File: src/rtl/ov7670_sccb_sender.sv
// ---------------------------------------------------------------------------
// ov7670_sccb_sender
//
// Purpose:
//   Walks the camera register table and writes each entry to the OV7670 as a
//   3-phase SCCB write: {DEV_ADDR, x, reg, x, data, x}. The table is driven
//   through resend (rewind to entry 0) and advance (step +1). Its output word
//   arrives one clock after the address changes. An all-ones word marks the
//   end of the table.
//
// Ports:
//   clk      in   system clock
//   rst      in   synchronous, active-high reset
//   start    in   1-cycle pulse, run the whole table from entry 0
//   command  in   [15:0] current table word {reg, data}
//   finished in   high when command is the end-of-table marker
//   resend   out  1-cycle pulse, rewind table address to 0
//   advance  out  1-cycle pulse, step table address by one
//   busy     out  high from accepted start until the table is exhausted
//   done     out  high once the end marker has been seen
//   sioc     out  SCCB clock (push-pull)
//   siod_oe  out  1 = pull SIOD low, 0 = release
// ---------------------------------------------------------------------------
module ov7670_sccb_sender #(
    parameter int          QUARTER_CYCLES = 63,
    parameter logic [7:0]  DEV_ADDR       = 8'h42,
    parameter int          GAP_QUARTERS   = 4
) (
    input  logic        clk,
    input  logic        rst,
    input  logic        start,
    input  logic [15:0] command,
    input  logic        finished,
    output logic        resend,
    output logic        advance,
    output logic        busy,
    output logic        done,
    output logic        sioc,
    output logic        siod_oe
);

    localparam int QW = (QUARTER_CYCLES > 1) ? $clog2(QUARTER_CYCLES) : 1;
    localparam int GW = (GAP_QUARTERS > 1) ? $clog2(GAP_QUARTERS) : 1;

    typedef enum logic [3:0] {
        S_IDLE,
        S_REWIND,
        S_WAIT,
        S_CHECK,
        S_START,
        S_BITS,
        S_STOP,
        S_GAP,
        S_DONE
    } state_t;

    state_t        r_state, w_state_next;
    logic [QW-1:0] r_qcnt, w_qcnt_next;
    logic [1:0]    r_phase, w_phase_next;
    logic [4:0]    r_bit, w_bit_next;
    logic [GW-1:0] r_gap, w_gap_next;
    logic          r_wait, w_wait_next;
    logic [26:0]   r_shift, w_shift_next;
    logic          r_sioc, w_sioc_next;
    logic          r_oe, w_oe_next;
    logic          r_resend, w_resend_next;
    logic          r_advance, w_advance_next;
    logic          r_busy, w_busy_next;
    logic          r_done, w_done_next;
    logic          w_qwrap;
    logic          w_timed;

    assign w_qwrap = (r_qcnt == QW'(QUARTER_CYCLES - 1));
    assign w_timed = (r_state == S_START) || (r_state == S_BITS) ||
                     (r_state == S_STOP)  || (r_state == S_GAP);

    // Next-state and datapath. Pins and status outputs are derived from the
    // state the machine is about to enter, so the registered outputs always
    // describe the current state/quarter without combinational glitches.
    always_comb begin
        w_state_next   = r_state;
        w_qcnt_next    = '0;
        w_phase_next   = r_phase;
        w_bit_next     = r_bit;
        w_gap_next     = r_gap;
        w_wait_next    = r_wait;
        w_shift_next   = r_shift;
        w_advance_next = 1'b0;

        if (w_timed) begin
            w_qcnt_next = w_qwrap ? '0 : r_qcnt + 1'b1;
        end

        case (r_state)
            S_IDLE, S_DONE: begin
                if (start) begin
                    w_state_next = S_REWIND;
                end
            end
            S_REWIND: begin
                w_wait_next  = 1'b0;
                w_state_next = S_WAIT;
            end
            S_WAIT: begin
                // Two cycles: table address update, then registered word.
                if (r_wait) begin
                    w_state_next = S_CHECK;
                end else begin
                    w_wait_next = 1'b1;
                end
            end
            S_CHECK: begin
                if (finished) begin
                    w_state_next = S_DONE;
                end else begin
                    // ACK slots hold 1 so the bit path releases SIOD there.
                    w_shift_next = {DEV_ADDR, 1'b1, command[15:8], 1'b1,
                                    command[7:0], 1'b1};
                    w_phase_next = 2'd0;
                    w_state_next = S_START;
                end
            end
            S_START: begin
                if (w_qwrap) begin
                    if (r_phase == 2'd1) begin
                        w_phase_next = 2'd0;
                        w_bit_next   = 5'd0;
                        w_state_next = S_BITS;
                    end else begin
                        w_phase_next = r_phase + 2'd1;
                    end
                end
            end
            S_BITS: begin
                if (w_qwrap) begin
                    w_phase_next = r_phase + 2'd1;
                    if (r_phase == 2'd3) begin
                        if (r_bit == 5'd26) begin
                            w_phase_next = 2'd0;
                            w_state_next = S_STOP;
                        end else begin
                            w_bit_next   = r_bit + 5'd1;
                            w_shift_next = {r_shift[25:0], 1'b0};
                        end
                    end
                end
            end
            S_STOP: begin
                if (w_qwrap) begin
                    if (r_phase == 2'd2) begin
                        w_phase_next   = 2'd0;
                        w_gap_next     = '0;
                        w_advance_next = 1'b1;
                        w_state_next   = S_GAP;
                    end else begin
                        w_phase_next = r_phase + 2'd1;
                    end
                end
            end
            S_GAP: begin
                if (w_qwrap) begin
                    if (r_gap == GW'(GAP_QUARTERS - 1)) begin
                        w_state_next = S_CHECK;
                    end else begin
                        w_gap_next = r_gap + 1'b1;
                    end
                end
            end
            default: begin
                w_state_next = S_IDLE;
            end
        endcase

        // Pin values for the quarter about to begin.
        w_sioc_next = 1'b1;
        w_oe_next   = 1'b0;
        case (w_state_next)
            S_START: begin
                w_sioc_next = (w_phase_next == 2'd0);
                w_oe_next   = 1'b1;
            end
            S_BITS: begin
                case (w_phase_next)
                    2'd0: begin
                        w_sioc_next = 1'b0;
                        w_oe_next   = r_oe;
                    end
                    2'd1: begin
                        // Entered from q0 of the same bit, shift reg is stable.
                        w_sioc_next = 1'b0;
                        w_oe_next   = ~r_shift[26];
                    end
                    default: begin
                        w_sioc_next = 1'b1;
                        w_oe_next   = r_oe;
                    end
                endcase
            end
            S_STOP: begin
                w_sioc_next = (w_phase_next != 2'd0);
                w_oe_next   = (w_phase_next != 2'd2);
            end
            default: begin
                w_sioc_next = 1'b1;
                w_oe_next   = 1'b0;
            end
        endcase

        w_resend_next = (w_state_next == S_REWIND);
        w_busy_next   = (w_state_next != S_IDLE) && (w_state_next != S_DONE);
        w_done_next   = (w_state_next == S_DONE);
    end

    always_ff @(posedge clk) begin
        if (rst) begin
            r_state   <= S_IDLE;
            r_qcnt    <= '0;
            r_phase   <= 2'd0;
            r_bit     <= 5'd0;
            r_gap     <= '0;
            r_wait    <= 1'b0;
            r_shift   <= '0;
            r_sioc    <= 1'b1;
            r_oe      <= 1'b0;
            r_resend  <= 1'b0;
            r_advance <= 1'b0;
            r_busy    <= 1'b0;
            r_done    <= 1'b0;
        end else begin
            r_state   <= w_state_next;
            r_qcnt    <= w_qcnt_next;
            r_phase   <= w_phase_next;
            r_bit     <= w_bit_next;
            r_gap     <= w_gap_next;
            r_wait    <= w_wait_next;
            r_shift   <= w_shift_next;
            r_sioc    <= w_sioc_next;
            r_oe      <= w_oe_next;
            r_resend  <= w_resend_next;
            r_advance <= w_advance_next;
            r_busy    <= w_busy_next;
            r_done    <= w_done_next;
        end
    end

    assign resend  = r_resend;
    assign advance = r_advance;
    assign busy    = r_busy;
    assign done    = r_done;
    assign sioc    = r_sioc;
    assign siod_oe = r_oe;

endmodule

File: config.mk
export PLATFORM = sky130hd
export DESIGN_NAME = ov7670_sccb_sender
export DESIGN_NICKNAME = d
export VERILOG_FILES = /design/src/rtl/ov7670_sccb_sender.sv
export SDC_FILE = /design/constraint.sdc
export NUM_CORES = 1
export LEC_CHECK = 0
export ABC_AREA = 1
export CAP_MARGIN = 20
export CELL_PAD_IN_SITES_DETAIL_PLACEMENT = 0
export CELL_PAD_IN_SITES_GLOBAL_PLACEMENT = 1
export CORE_UTILIZATION = 44
export CTS_CLUSTER_DIAMETER = 60
export DETAILED_ROUTE_END_ITERATION = 8
export PLACE_DENSITY_LB_ADDON = 0.12
export SLEW_MARGIN = 10
export SYNTH_ARGS = -nofsm -noshare
export SYNTH_HDL_FRONTEND = slang
export SYNTH_SLANG_ARGS = --single-unit
File: constraint.sdc
create_clock -name clk -period 3.19 [get_ports clk]
set_input_delay 0.7975 -clock clk [delete_from_list [all_inputs] [get_ports clk]]
set_output_delay 0.7975 -clock clk [all_outputs]
set_load 0.005 [all_outputs]
==> results of run 1 <==
==> synth_stat cells, types with 2 or more instances <==
| cell type | n | share of area [%] |
|---|---|---|
| nand2_1 | 100 | 14 |
| dfxtp_1 | 53 | 41 |
| nor2_1 | 36 | 5.2 |
| inv_1 | 28 | 4.0 |
| o21ai_0 | 25 | 4.8 |
| a21oi_1 | 21 | 4.0 |
| a31oi_1 | 17 | 4.1 |
| nand3_1 | 14 | 2.7 |
| ha_1 | 11 | 5.3 |
| nor3_1 | 10 | 1.9 |
| clkbuf_1 | 7 | 1.0 |
| inv_2 | 5 | 0.72 |
| nand2_2 | 5 | 1.2 |
| nor2_2 | 5 | 1.2 |
| buf_2 | 3 | 0.58 |
| buf_6 | 3 | 1.3 |
| nand4_1 | 3 | 0.72 |
| o21ai_1 | 3 | 0.58 |
| a21oi_2 | 2 | 0.67 |
| nor3b_1 | 2 | 0.58 |
==> final cells by class <==
type	count	area (um2)	share of cell area (%)
multi-input cells	265	1330	44.6
clock inverters	2	17.5	0.587
well taps	72	90.1	3.02
flip-flops and latches	53	1060	35.5
inverters	33	124	4.15
clock buffers	6	82.6	2.77
repair buffers	29	280	9.39
==> worst register-to-register path: cells and delay by family, from the launching register on <==
| family | cells | cell delay [ns] |
|---|---|---|
| DFF | 1 | 0.35 |
| buffers and inverters | 4 | 0.69 |
| adders and majority gates | 1 | 0.18 |
| and+or+nand+nor | 3 | 0.44 |
| AOI/OAI and AO/OA | 3 | 0.42 |
==> power by group <==
part	leakage, nW	total [mW]	switching (mW)	internal (mW)
clock	0.0518	0.418	0.237	0.181
combinational	0.697	0.0976	0.0511	0.0465
sequential	0.428	0.685	0.00922	0.676
total	1.18	1.20	0.298	0.903
==> layer usage <==
metal | wire [um] | global-route usage, %
met1 | 2750 | 25.1
met2 | 2660 | 33.3
met3 | 163 | 3.45
met4 | 72 | 6.55
met5 | 0 | 0
==> metrics by stage <==
step                      power, mW  instance area (um2)  util, %
after floorplan               0.754                 2600        -
after global placement        0.798                 2890     51.5
after detailed placement      0.798                 2890     51.5
after CTS                      1.21                 2990     53.2
after global routing           1.25                 2990     53.2
final                          1.20                 2990     53.2
==> cells in the final DEF (no fill, tap or decap), types with 6 or more instances in the layout <==
master           instances
inv_1                   28
nand2_1                100
o21ai_0                 25
clkbuf_8                 6
a21oi_1                 21
nor3_1                  10
nor2_1                  36
clkdlybuf4s50_1         25
nand3_1                 14
dfxtp_1                 53
a31oi_1                 17
ha_1                    11
==> cell families after synthesis <==
group,Yosys count
simple gates,179
compound gates,73
flops,53
buf+inv,48
fa+ha+maj,11
xor+xnor,2
==> flip-flops by register name, summed over array words and instances, names as in the netlist <==
register	cells
r_state	4
r_bit	5
resend	1
r_gap	2
busy	1
done	1
r_phase	2
r_shift	27
advance	1
siod_oe	1
r_qcnt	6
sioc	1
r_wait	1
==> worst max-delay path by stage <==
stage                     startpoint          end  cells after the start
final                      r_qcnt[0]   r_shift[8]                     11
after global routing       r_qcnt[0]  r_shift[17]                     11
after CTS                  r_qcnt[0]   r_shift[8]                     11
after detailed placement    finished   r_shift[8]                      7
after global placement      finished   r_shift[5]                      7
after floorplan            r_qcnt[0]      siod_oe                     16
==> flow_summary_export.csv, run 1 <==
group,metric,value,unit
synth,synthAdderAreaFrac,5.29,%
setup_path,crit_chain,"inv_1 > ha_1 > inv_1 > nor2_2 > nand2_2 > nor2_2 > o211ai_1 > buf_4 > inv_2 > o21ai_0 > a31oi_1",
sta,fin_crit_sh,67.1,%
min_path,hp-class,"reg2reg",
sta,maxSlewHeadroom,58.4,%
power_and_ir_drop,power.leakage,1.18,nW
detailed_routing,via_per_inst,5.08,
synth,synth.cell_area,2600,um2
floorplan,row_count,27,
sta,max_freq,467,MHz
clock_network,postCtsHoldBufs,0,
clock_network,cts_tree,"built",
setup_path,end_kind,"register",
clock_network,cts_root_buf,"clkbuf_8",
synth,syn_area_per_cell,7.11,um2
power_and_ir_drop,ir_drop,0.248,mV
setup_path,r2r-start,"r_qcnt[0]",
layout,drive_above_1_share,8.51,%
global_routing,grt_pass1_wl,9.66,mm
flow_run,drv_cap,0,
sta,period_needed,2.14,ns
setup_path,critical_path.max_fanout,37,
setup_path,timing.critical_path.buf_inv,4,
floorplan,initial_core_util,46.4,%
global_routing,grt_max_degree,38,
min_path,holdPathEnd,"r_shift[21]",
detailed_routing,num_vias,2339,
synth,yosys_warnings,0,
clock_network,ctsHtreeMaxLevel,2,
sta,hold_ws,0.467,ns
synth,synth_nets,397,
synth,synth.mux.area_fraction,0,%
layout,syn2layout_area_growth,14.8,%
clock_network,post_cts_buffers,0,
detailed_routing,postRouteWirelength,5.64,mm
floorplan,dieHeight,78.9,um
detailed_routing,drc,0,
synth,synthSimpleGateAreaFrac,29.5,%
clock_network,numCtsBuffers,5,
outcome,status,"finished, final reports clean",
floorplan,die_area,6220,um2
power_and_ir_drop,pwr_density_cell,402,nW/um2
sta,skew,0.00919,ns
placed_design,dp.cells,452,
sta,drv_slew,0,
synth,synthArstFlopShare,0,%
layout,fin_cells,460,
placed_design,post-place-ws,0.735,ns
synth,synth_top_family_by_area,"simple AND/OR/NAND/NOR gates",
clock_network,clock-sinks,53,
layout,diodes,0,
min_path,hold_path.startpoint,"r_shift[21]",
sta,setup_ws,1.05,ns
global_routing,grt_pass1_vias,2173,
synth,ys_types,33,
synth,synth_compound_area_share,15.7,%
min_path,worstHoldPathCells,2,
synth,synth_cells,366,
clock_network,clk_pin_slew,0.10,ns
layout,nFillCells,602,
placed_design,io_buffers,25,
global_routing,antenna_found_initial,0,
synth,synth_xor_area_share,0.673,%
clock_network,cts_resized,0,
global_routing,grt_overflow,0,
setup_path,cp.required,3.43,ns
sta,grt_setup_unrepaired,"no",
floorplan,die_x,78.9,um
floorplan,core-area,5610,um2
sta,fin_setup_tns,0,ns
synth,synthFlopType,"dfxtp_1",
setup_path,start_kind,"register",
setup_path,rr_worst_depth,11,
floorplan,io_pins,26,
setup_path,r2r_slack,1.05,ns
synth,ys_ff_latch,53,
detailed_routing,initialDrtViolationCount,88,
clock_network,clock_path_buffers,2,
detailed_routing,wire_per_inst,12.3,um
setup_path,slowest_stage,"inv_2",
sta,setup_viol,0,
setup_path,crit_path_max_incr_delay,0.38,ns
setup_path,r2r-end,"r_shift[8]",
setup_path,critPathArrivalTime,2.38,ns
detailed_routing,firstDrtPassIters,4,
sta,worstMarginPinSlew,0.623,ns
synth,yosysSeqAreaShare,40.8,%
detailed_routing,ant_nets,0,
layout,fin_nets,418,
sta,hold_viol_final,0,
placed_design,routabilityCongestion,0.825,
setup_path,worstSetupPathType,"reg2reg",
clock_network,clk_latency,0.31,ns
synth,synth_edf_count,0,
setup_path,critPathTopFamily,"buffers and inverters",
placed_design,hpwl,4.10,mm
global_routing,grtUsageTotal,19.6,%
Note: power is estimated with default switching activity, not from simulation.
==> run 2: changes to the inputs <==
--- a/config.mk
+++ b/config.mk
@@ -9,7 +9,7 @@
 export CAP_MARGIN = 20
 export CELL_PAD_IN_SITES_DETAIL_PLACEMENT = 0
 export CELL_PAD_IN_SITES_GLOBAL_PLACEMENT = 1
-export CORE_UTILIZATION = 44
+export CORE_UTILIZATION = 41
 export CTS_CLUSTER_DIAMETER = 60
 export DETAILED_ROUTE_END_ITERATION = 8
 export PLACE_DENSITY_LB_ADDON = 0.12
==> constraint.sdc (replaced) <==
create_clock -name clk -period 2.2 [get_ports clk]
set_input_delay 0.55 -clock clk [delete_from_list [all_inputs] [get_ports clk]]
set_output_delay 0.55 -clock clk [all_outputs]
set_load 0.005 [all_outputs]
==> run 2 against run 1 <==
Net effect:
- combinational power rose by 45%
- fmax rose by 11%
- die area rose by 7.1%
- first-iteration DRC count rose by 9.1%
- non-clock buffer count rose by 1
- sequential share of layout area fell by 0.35 points
- clock power rose by 66%
- setup slack got worse by 0.77 ns
- critical endpoint is now r_shift[15]
- largest power group unchanged
==> flow_summary_export.csv, run 2 (synthesis gave the netlist of run 1 again) <==
group,metric,value,unit
layout,nFillCells,640,
floorplan,die_area,6670,um2
power_and_ir_drop,seqPwrFrac,54.3,%
detailed_routing,wire_per_inst,11.8,um
min_path,hp-class,"reg2reg",
sta,skew,0.00790,ns
clock_network,cts_tree,"built",
global_routing,grt_overflow,0,
sta,drv_slew,0,
setup_path,r2r-start,"r_qcnt[0]",
floorplan,core-area,6030,um2
clock_network,cts_resized,0,
sta,worstMarginPinSlew,0.468,ns
sta,setup_viol,0,
layout,drive_above_1_share,8.48,%
floorplan,die_x,81.7,um
global_routing,antenna_found_initial,0,
floorplan,initial_core_util,43.2,%
clock_network,numCtsBuffers,5,
power_and_ir_drop,internal_power,1.42,mW
detailed_routing,firstDrtPassIters,4,
setup_path,rr_worst_depth,10,
power_and_ir_drop,p_sw,409,uW
outcome,status,"finished, final reports clean",
floorplan,dieHeight,81.7,um
placed_design,place_area,2900,um2
sta,maxSlewHeadroom,68.5,%
layout,diodes,0,
clock_network,ctsHtreeMaxLevel,2,
detailed_routing,via_per_inst,5.01,
global_routing,grtUsageTotal,18.7,%
clock_network,clk_pin_slew,0.09,ns
placed_design,hpwl,3.95,mm
global_routing,grt_pass1_wl,9.54,mm
sta,max_freq,521,MHz
layout,largest_reg_flops,27,
placed_design,routabilityCongestion,0.781,
power_and_ir_drop,pwr_density_cell,606,nW/um2
min_path,worstHoldPathCells,1,
setup_path,end_kind,"register",
sta,grt_setup_unrepaired,"no",
layout,max_flop_register,"r_shift",
min_path,hold_path.startpoint,"r_qcnt[0]",
placed_design,io_buffers,25,
detailed_routing,num_vias,2324,
global_routing,grt_pass1_vias,2131,
clock_network,post_cts_buffers,0,
min_path,holdPathEnd,"r_qcnt[0]",
sta,fin_crit_sh,87.3,%
power_and_ir_drop,ir_drop,0.300,mV
layout,mostFrequentLayoutCell,"nand2_1",
detailed_routing,postRouteWirelength,5.50,mm
clock_network,clk_latency,0.31,ns
setup_path,cp.required,2.39,ns
detailed_routing,drc,0,
power_and_ir_drop,power.leakage,1.19,nW
layout,largest_registers,"r_shift x27, r_qcnt x6, r_bit x5",
floorplan,io_pins,26,
layout,multi_input_area,1330,um2
clock_network,clock_path_buffers,2,
layout,seq_area,1060,um2
layout,mostFrequentLayoutCells,"nand2_1, dfxtp_1, nor2_1",
sta,period_needed,1.92,ns
clock_network,postCtsHoldBufs,0,
setup_path,start_kind,"register",
setup_path,r2r-end,"r_shift[15]",
setup_path,critPathArrivalTime,2.11,ns
setup_path,critical_path.max_fanout,37,
detailed_routing,ant_nets,0,
clock_network,cts_root_buf,"clkbuf_8",
layout,fin_nets,419,
flow_run,drv_cap,0,
detailed_routing,initialDrtViolationCount,96,
layout,syn2layout_area_growth,15.9,%
sta,fin_setup_tns,0,ns
power_and_ir_drop,p_clk_share,37.9,%
power_and_ir_drop,swShare,22.3,%
layout,design_area,3020,um2
power_and_ir_drop,combPwrFrac,7.8,%
global_routing,grt_max_degree,38,
floorplan,row_count,28,
sta,hold_viol_final,0,
setup_path,r2r_slack,0.28,ns
setup_path,worstSetupPathType,"reg2reg",
clock_network,clock-sinks,53,
run 2: how the worst max path moves through the flow:
stage / startpoint / end / cells past startpoint
CTS: r_qcnt[0] / r_shift[17] / 10
global route: r_qcnt[0] / r_shift[13] / 10
floorplan: r_qcnt[0] / siod_oe / 16
global placement: finished / r_shift[6] / 6
detailed placement: finished / r_shift[17] / 6
finish: r_qcnt[0] / r_shift[15] / 10
run 2: routing by layer:
layer	vias to the layer above	wire length (um)	global-route usage, %
met5	-	0	0
met4	0	57	5.09
li1	1235	-	-
met2	34	2430	30.3
met1	1050	2820	24.4
met3	5	195	4.89
run 2: layout make-up:
class,instances,share of cell area [%]
timing repair buffer,30,9.54
clock buffer,7,2.86
clock inverter,1,0.996
sequential,53,35.2
inverter,33,4.19
tap,75,3.11
multi-input combinational,265,44.1
run 2: critical path, stage by stage, from the launching register on:
cell	delay, ns
dfxtp_1	0.38
inv_1	0.06
ha_1	0.20
inv_1	0.07
nor2_2	0.04
nand2_2	0.20
nor2_2	0.07
o211ai_1	0.31
inv_4	0.20
o21ai_0	0.20
a31oi_1	0.06
run 2: power groups by stage:
stage / clock network (mW) / logic (mW) / registers, mW
4_1_cts: 0.716 / 0.143 / 0.993
6_report: 0.693 / 0.142 / 0.993
3_5_place_dp: 0 / 0.143 / 1.01
5_1_grt: 0.747 / 0.162 / 0.996
3_3_place_gp: 0 / 0.144 / 1.02
2_1_floorplan: 0 / 0.0806 / 1.01
run 2: per-stage QoR:
step | instances | util (%) | worst slack (ns) | total power, mW | hold slack (ns)
final | 464 | 50.0 | 0.280 | 1.83 | 0.466
after global routing | 464 | 50.0 | 0.0184 | 1.91 | 0.482
after CTS | 464 | 50.0 | 0.199 | 1.85 | 0.468
after detailed placement | 456 | 48.1 | 0.116 | 1.16 | 0.451
after global placement | 456 | 48.1 | 0.158 | 1.16 | 0.442
after floorplan | 366 | - | 0.595 | 1.09 | 0.430
